## src/rtl/alu_mc.sv

```systemverilog
// Handshaked ALU with registered result/flags and IDLE/BUSY/DONE control.
// Optional shift-add multiplier (opcode 1010) is compiled in by defining ALU_MC_MUL_EN.
module alu_mc #(
    parameter int unsigned N = 64
) (
    input  logic         clk,
    input  logic         rst,
    input  logic         in_valid,
    output logic         in_ready,
    input  logic [N-1:0] data1,
    input  logic [N-1:0] data2,
    input  logic [3:0]   ALU_Select,
    output logic         out_valid,
    input  logic         out_ready,
    output logic [N-1:0] result,
    output logic         zero,
    output logic         carry,
    output logic         overflow
);

    localparam logic [3:0] OpAnd  = 4'b0000;
    localparam logic [3:0] OpOr   = 4'b0001;
    localparam logic [3:0] OpAdd  = 4'b0010;
    localparam logic [3:0] OpSub  = 4'b0110;
    localparam logic [3:0] OpPass = 4'b0111;
    localparam logic [3:0] OpNor  = 4'b1100;
    localparam logic [3:0] OpSlt  = 4'b1000;
    localparam logic [3:0] OpSltu = 4'b1001;

`ifdef ALU_MC_MUL_EN
    localparam logic [3:0]  OpMul = 4'b1010;
    localparam int unsigned CntW  = $clog2(N);

    typedef enum logic [1:0] {StIdle, StBusy, StDone} state_e;
`else
    typedef enum logic [0:0] {StIdle, StDone} state_e;
`endif

    state_e       state_q, state_d;
    logic [N-1:0] result_q, result_d;
    logic         zero_q, zero_d;
    logic         carry_q, carry_d;
    logic         overflow_q, overflow_d;

    logic         accept;
    logic [N:0]   sum;
    logic [N-1:0] diff;
    logic [N-1:0] alu_res;
    logic         alu_zero;
    logic         alu_carry;
    logic         alu_ovf;

`ifdef ALU_MC_MUL_EN
    // {hi, lo} is the running product; lo starts as the multiplier and shifts out LSB-first
    logic [N-1:0]    mcand_q, mcand_d;
    logic [N-1:0]    hi_q, hi_d;
    logic [N-1:0]    lo_q, lo_d;
    logic [CntW-1:0] cnt_q, cnt_d;
    logic [N:0]      mul_sum;
    logic [N-1:0]    mul_hi_nx;
    logic [N-1:0]    mul_lo_nx;

    always_comb begin
        mul_sum   = {1'b0, hi_q} + (lo_q[0] ? {1'b0, mcand_q} : {(N + 1){1'b0}});
        mul_hi_nx = mul_sum[N:1];
        mul_lo_nx = {mul_sum[0], lo_q[N-1:1]};
    end
`endif

    assign in_ready  = (state_q == StIdle) || ((state_q == StDone) && out_ready);
    assign accept    = in_valid && in_ready;
    assign out_valid = (state_q == StDone);
    assign result    = result_q;
    assign zero      = zero_q;
    assign carry     = carry_q;
    assign overflow  = overflow_q;

    // Single-cycle operations, evaluated on the live request inputs
    always_comb begin
        sum       = {1'b0, data1} + {1'b0, data2};
        diff      = data1 - data2;
        alu_res   = '0;
        alu_carry = 1'b0;
        alu_ovf   = 1'b0;
        case (ALU_Select)
            OpAnd:  alu_res = data1 & data2;
            OpOr:   alu_res = data1 | data2;
            OpAdd: begin
                alu_res   = sum[N-1:0];
                alu_carry = sum[N];
                alu_ovf   = (data1[N-1] == data2[N-1]) && (sum[N-1] != data1[N-1]);
            end
            OpSub: begin
                alu_res   = diff;
                alu_carry = (data1 >= data2);
                alu_ovf   = (data1[N-1] != data2[N-1]) && (diff[N-1] != data1[N-1]);
            end
            OpPass: alu_res = data2;
            OpNor:  alu_res = ~(data1 | data2);
            OpSlt:  alu_res = {{(N - 1){1'b0}}, ($signed(data1) < $signed(data2))};
            OpSltu: alu_res = {{(N - 1){1'b0}}, (data1 < data2)};
            default: ;
        endcase
        alu_zero = (alu_res == '0);
    end

    always_comb begin
        state_d    = state_q;
        result_d   = result_q;
        zero_d     = zero_q;
        carry_d    = carry_q;
        overflow_d = overflow_q;
`ifdef ALU_MC_MUL_EN
        mcand_d    = mcand_q;
        hi_d       = hi_q;
        lo_d       = lo_q;
        cnt_d      = cnt_q;
`endif

        case (state_q)
            StIdle: ;
            StDone: begin
                if (out_ready) begin
                    state_d = StIdle;
                end
            end
`ifdef ALU_MC_MUL_EN
            StBusy: begin
                hi_d  = mul_hi_nx;
                lo_d  = mul_lo_nx;
                cnt_d = cnt_q + CntW'(1);
                if (cnt_q == CntW'(N - 1)) begin
                    state_d    = StDone;
                    result_d   = mul_lo_nx;
                    zero_d     = (mul_lo_nx == '0);
                    carry_d    = |mul_hi_nx;
                    overflow_d = 1'b0;
                end
            end
`endif
            default: state_d = StIdle;
        endcase

        // A new acceptance overrides the IDLE/DONE decisions above
`ifdef ALU_MC_MUL_EN
        if (accept && (ALU_Select == OpMul)) begin
            state_d = StBusy;
            mcand_d = data1;
            hi_d    = '0;
            lo_d    = data2;
            cnt_d   = '0;
        end else
`endif
        if (accept) begin
            state_d    = StDone;
            result_d   = alu_res;
            zero_d     = alu_zero;
            carry_d    = alu_carry;
            overflow_d = alu_ovf;
        end
    end

    always_ff @(posedge clk or posedge rst) begin
        if (rst) begin
            state_q    <= StIdle;
            result_q   <= '0;
            zero_q     <= 1'b0;
            carry_q    <= 1'b0;
            overflow_q <= 1'b0;
`ifdef ALU_MC_MUL_EN
            mcand_q    <= '0;
            hi_q       <= '0;
            lo_q       <= '0;
            cnt_q      <= '0;
`endif
        end else begin
            state_q    <= state_d;
            result_q   <= result_d;
            zero_q     <= zero_d;
            carry_q    <= carry_d;
            overflow_q <= overflow_d;
`ifdef ALU_MC_MUL_EN
            mcand_q    <= mcand_d;
            hi_q       <= hi_d;
            lo_q       <= lo_d;
            cnt_q      <= cnt_d;
`endif
        end
    end

endmodule

```

## config.mk

```make
export PLATFORM = sky130hd
export DESIGN_NAME = alu_mc
export DESIGN_NICKNAME = d
export VERILOG_FILES = /design/src/rtl/alu_mc.sv
export SDC_FILE = /design/constraint.sdc
export NUM_CORES = 1
export LEC_CHECK = 0
export CAP_MARGIN = 20
export CORE_MARGIN = 5
export CORE_UTILIZATION = 53
export DETAILED_ROUTE_END_ITERATION = 8
export PLACE_DENSITY = 0.8
export SLEW_MARGIN = 0
export SYNTH_ARGS = -nofsm -noshare
export SYNTH_HDL_FRONTEND = slang
export SYNTH_SLANG_ARGS = --single-unit
```

## constraint.sdc

```tcl
create_clock -name clk -period 2.6 [get_ports clk]
set_input_delay 0.52 -clock clk [delete_from_list [all_inputs] [get_ports clk]]
set_output_delay 0.52 -clock clk [all_outputs]
set_load 0.005 [all_outputs]
```

==> out/results.tsv, run 1 <==
metric	value	unit
syn_avg_cell_area	7.01	µm²
cts_setup_buffers	239	
synth_async_sr_flop_share	1.00	
initial_utilization	0.538	
io_buffer_count	204	
die_h	181	µm
yosys_warnings	0	
yosys-top-cells-count	a21oi_1, inv_1, nand2_1	
ys_seq_elements	68	
synth_top_area_frac	0.158	
error_line	[ERROR DPL-0038] Utilization greater than 100%, impossible to legalize	
ys_top_cells_by_area	ha_1, dfrtp_1, a21oi_1	
syn-num-nets	2550	
lastStage	clock tree synthesis (4_1_cts)	
cts_sinks	68	
synth_ff_type	dfrtp_1	
gp_congestion	1.25	
status	stopped before the end	
cts_buffers	9	
hpwl	72000	µm
cts_resized	1120	
synth_top_cell_by_area	ha_1	
dp.cells	3570	
ys_seq_area_frac	0.110	
synth.distinct_cells	110	
syn_inst	2216	
synth_most_common_cell	a21oi_1	
dpl_cell_area	25000	µm²
synth_area	15500	µm²
synth_edf_count	0	
ios	205	
holdBufCountCts	0	
cts_buffer_depth	2	
fp-row-count	62	
die_x	181	µm
cts_max_level	3	
clockRootBuffer	clkbuf_16	
[per-stage QoR]
| step | utilization | setup WS (ns) |
|---|---|---|
| 2_1_floorplan | - | -0.944 |
| 3_3_place_gp | 0.865 | -2.40 |
| 3_5_place_dp | 0.865 | -2.59 |
[cell families after synthesis]
group	after synthesis	share of synthesized area
buffers and inverters	349	0.0907
AOI/OAI and AO/OA	853	0.386
adders and majority gates	198	0.160
DFF	68	0.110
and+or+nand+nor	700	0.223
muxes	23	0.0162
xor gates and xnor gates	25	0.0141
==> inputs of run 2 (changes only) <==
--- a/config.mk
+++ b/config.mk
@@ -7,9 +7,9 @@
 export LEC_CHECK = 0
 export CAP_MARGIN = 20
 export CORE_MARGIN = 5
-export CORE_UTILIZATION = 53
+export CORE_UTILIZATION = 40
 export DETAILED_ROUTE_END_ITERATION = 8
-export PLACE_DENSITY = 0.8
+export PLACE_DENSITY_LB_ADDON = 0.15
 export SLEW_MARGIN = 0
 export SYNTH_ARGS = -nofsm -noshare
 export SYNTH_HDL_FRONTEND = slang
==> constraint.sdc (replaced) <==
create_clock -name clk -period 3.4 [get_ports clk]
set_input_delay 0.68 -clock clk [delete_from_list [all_inputs] [get_ports clk]]
set_output_delay 0.68 -clock clk [all_outputs]
set_load 0.005 [all_outputs]
==> run 2 against run 1 <==
Effect of this change: the flow now finishes, with violations (setup timing); area after synthesis unchanged; synthesized cell count unchanged.
==> out/results.tsv, run 2 <==
metric	value	unit	change
fp-row-count	72		+16%
finalCritPeriodShare	1.30		
syn_avg_cell_area	7.01	µm²	unchanged
grt_max_degree	81		
rsz0062_at_grt	yes		
final_hold_viol_count	0		
viasPerCell	6.37		
hold_path.class	reg -> reg		
seqPwrFrac	0.134		
postRouteWirelength	103000	µm	
cp_max_fo	3		
max-slew-margin-rel	0.315		
ant_nets	0		
yosys-top-cells-count	a21oi_1, inv_1, nand2_1		
cts_sinks	68		unchanged
die_x	207	µm	+14%
total_power	7.81	mW	
io_buffer_count	204		unchanged
r2r_slack	0.13	ns	
ys_seq_area_frac	0.110		unchanged
synth_top_cell_by_area	ha_1		
worstRegToRegCells	14		
setup_tns	-9.22	ns	
crit_end	zero		
power.density	254	nW/µm²	
cts_max_level	3		unchanged
hpwl	75900	µm	+5.4%
tritoncts	done		
clock_latency	0.38	ns	
fill_cells	2558		
fin_crit	4.41	ns	
ios	205		unchanged
crit_path_end_kind	flip-flop		
synth.distinct_cells	110		unchanged
syn_to_final_growth	97.8	%	
finalSetupViolations	30		
p_switching	3.49	mW	
setup_slack	-1.01	ns	
drt_iter0_drc	3473		
worst-slew-pin-transition	1.03	ns	
yosys_warnings	0		unchanged
synth_ff_type	dfrtp_1		
status	finished with violations		
pre_cts_ws	-2.19	ns	+0.399 ns
nNetsFinal	3802		
required	3.68	ns	
p_int	4.31	mW	
clockRootBuffer	clkbuf_16		
drc	0		
regToRegEndpoint	zero		
synth_async_sr_flop_share	1.00		unchanged
dieArea	42900	µm²	
die_h	207	µm	+14%
gp_congestion	1.08		-13%
core-area	38600	µm²	
cp-start-kind	input pin		
ys_top_cells_by_area	ha_1, dfrtp_1, a21oi_1		
grt_pass1_vias	24600		
initial_utilization	0.403		-0.135
max_freq	227	MHz	
ir_worst_vdd	0.291	mV	
largest_register_ff_count	64		
antenna_found_initial	2		
power.share.clock	0.118		
mostFrequentLayoutCells	buf_4, nand2_1, nor2_1		
grt_pass1_wl	147000	µm	
power_leakage	14.0	nW	
cts_buffer_depth	2		unchanged
ys_seq_elements	68		unchanged
path_class	in -> reg		
syn_inst	2216		unchanged
drive_gt1_frac	0.537		
violations	setup timing		
synth_most_common_cell	a21oi_1		
p_comb_frac	0.748		
path_clk_slew	0.06	ns	
grt_overflow	0		
synth_area	15500	µm²	unchanged
wl_per_cell	25.8	µm	
synth_edf_count	0		unchanged
r2r-start	out_valid		
vias	25400		
final.setup_skew	0.00688	ns	
maxCapViolations	0		
cp.arrival	4.69	ns	
crit_start	data1[1]		
syn-num-nets	2550		unchanged
final_common_cell	buf_4		
first_pass_iters	6		
cts_buffers	9		unchanged
slew_viol_final	0		
synth_top_area_frac	0.158		unchanged
netSwitchingFraction	0.448		
track_usage	0.432		
## run 2: what timing repair did
action | 4_1_cts | 5_1_grt
hold buffers | 0 | 0
pin swaps | 197 | 135
buffers inserted | 156 | 47
gates resized for setup | 902 | 238
setup endpoints to repair | 52 | 37
## run 2: final cells by class
class / instances / area (µm²) / area share
Multi-Input combinational cell: 1799 / 15800 / 0.514
Timing Repair Buffer: 1381 / 11500 / 0.373
Sequential cell: 68 / 1700 / 0.0554
Inverter: 209 / 838 / 0.0273
Tap cell: 518 / 648 / 0.0211
Clock buffer: 9 / 225 / 0.00733
Clock inverter: 7 / 51.3 / 0.00167
Antenna cell: 1 / 2.50 / 0.0000814
## run 2: worst max-delay path: stages
cell and delay, ns:
buf_8 0.08, clkinvlp_4 0.10, buf_6 0.14, ha_4 0.23
a211oi_4 0.27, buf_6 0.15, o21ai_4 0.07, a31oi_4 0.26
o21bai_4 0.10, a221oi_4 0.41, o41ai_4 0.12, buf_12 0.15
a21oi_4 0.14, mux2i_2 0.23, o211ai_1 0.20, or4_1 0.57
nor4_2 0.30, buf_4 0.15, nand4_1 0.12, o41ai_2 0.21
## run 2: metal layers
| metal | track usage | routed length [µm] |
|---|---|---|
| met5 | 0 | 11 |
| met4 | 0.216 | 7450 |
| met3 | 0.100 | 12500 |
| met2 | 0.670 | 44000 |
| met1 | 0.565 | 39100 |
## run 2: worst min path at each step
stage / start / to / cells after the start
3_5_place_dp: result[38] / result[38] / 1
3_3_place_gp: result[6] / result[6] / 2
5_1_grt: result[51] / result[51] / 2
2_1_floorplan: result[35] / result[35] / 2
4_1_cts: result[38] / result[38] / 1
6_report: result[51] / result[51] / 2
## run 2: cell families (layout without fill, tap and decap cells)
family | after synthesis | after routing | share of synthesized area
AOI/OAI and AO/OA | 853 | 853 | 0.386
and+or+nand+nor | 700 | 700 | 0.223
buffers and inverters | 349 | 1606 | 0.0907
adders and majority gates | 198 | 198 | 0.160
DFF | 68 | 68 | 0.110
xor gates and xnor gates | 25 | 25 | 0.0141
muxes | 23 | 23 | 0.0162
other | 0 | 1 | 0
## run 2: stage by stage
step	cells	hold WS, ns	utilization	cell area, µm²
detailed placement	3789	0.467	0.662	25500
floorplan	2216	0.473	-	15900
global placement	3789	0.460	0.662	25500
CTS	3951	0.481	0.769	29700
global route	3991	0.503	0.797	30700
finish	3992	0.470	0.797	30700
## run 2: power groups by stage
| stage | combinational, mW | clock, mW | sequential (mW) |
|---|---|---|---|
| detailed placement | 4.48 | 0 | 1.06 |
| global route | 6.03 | 0.955 | 1.06 |
| global placement | 4.42 | 0 | 1.05 |
| finish | 5.84 | 0.919 | 1.05 |
| CTS | 5.31 | 0.925 | 1.05 |
| floorplan | 1.84 | 0 | 1.04 |
Note: power is estimated with default switching activity, not from simulation.
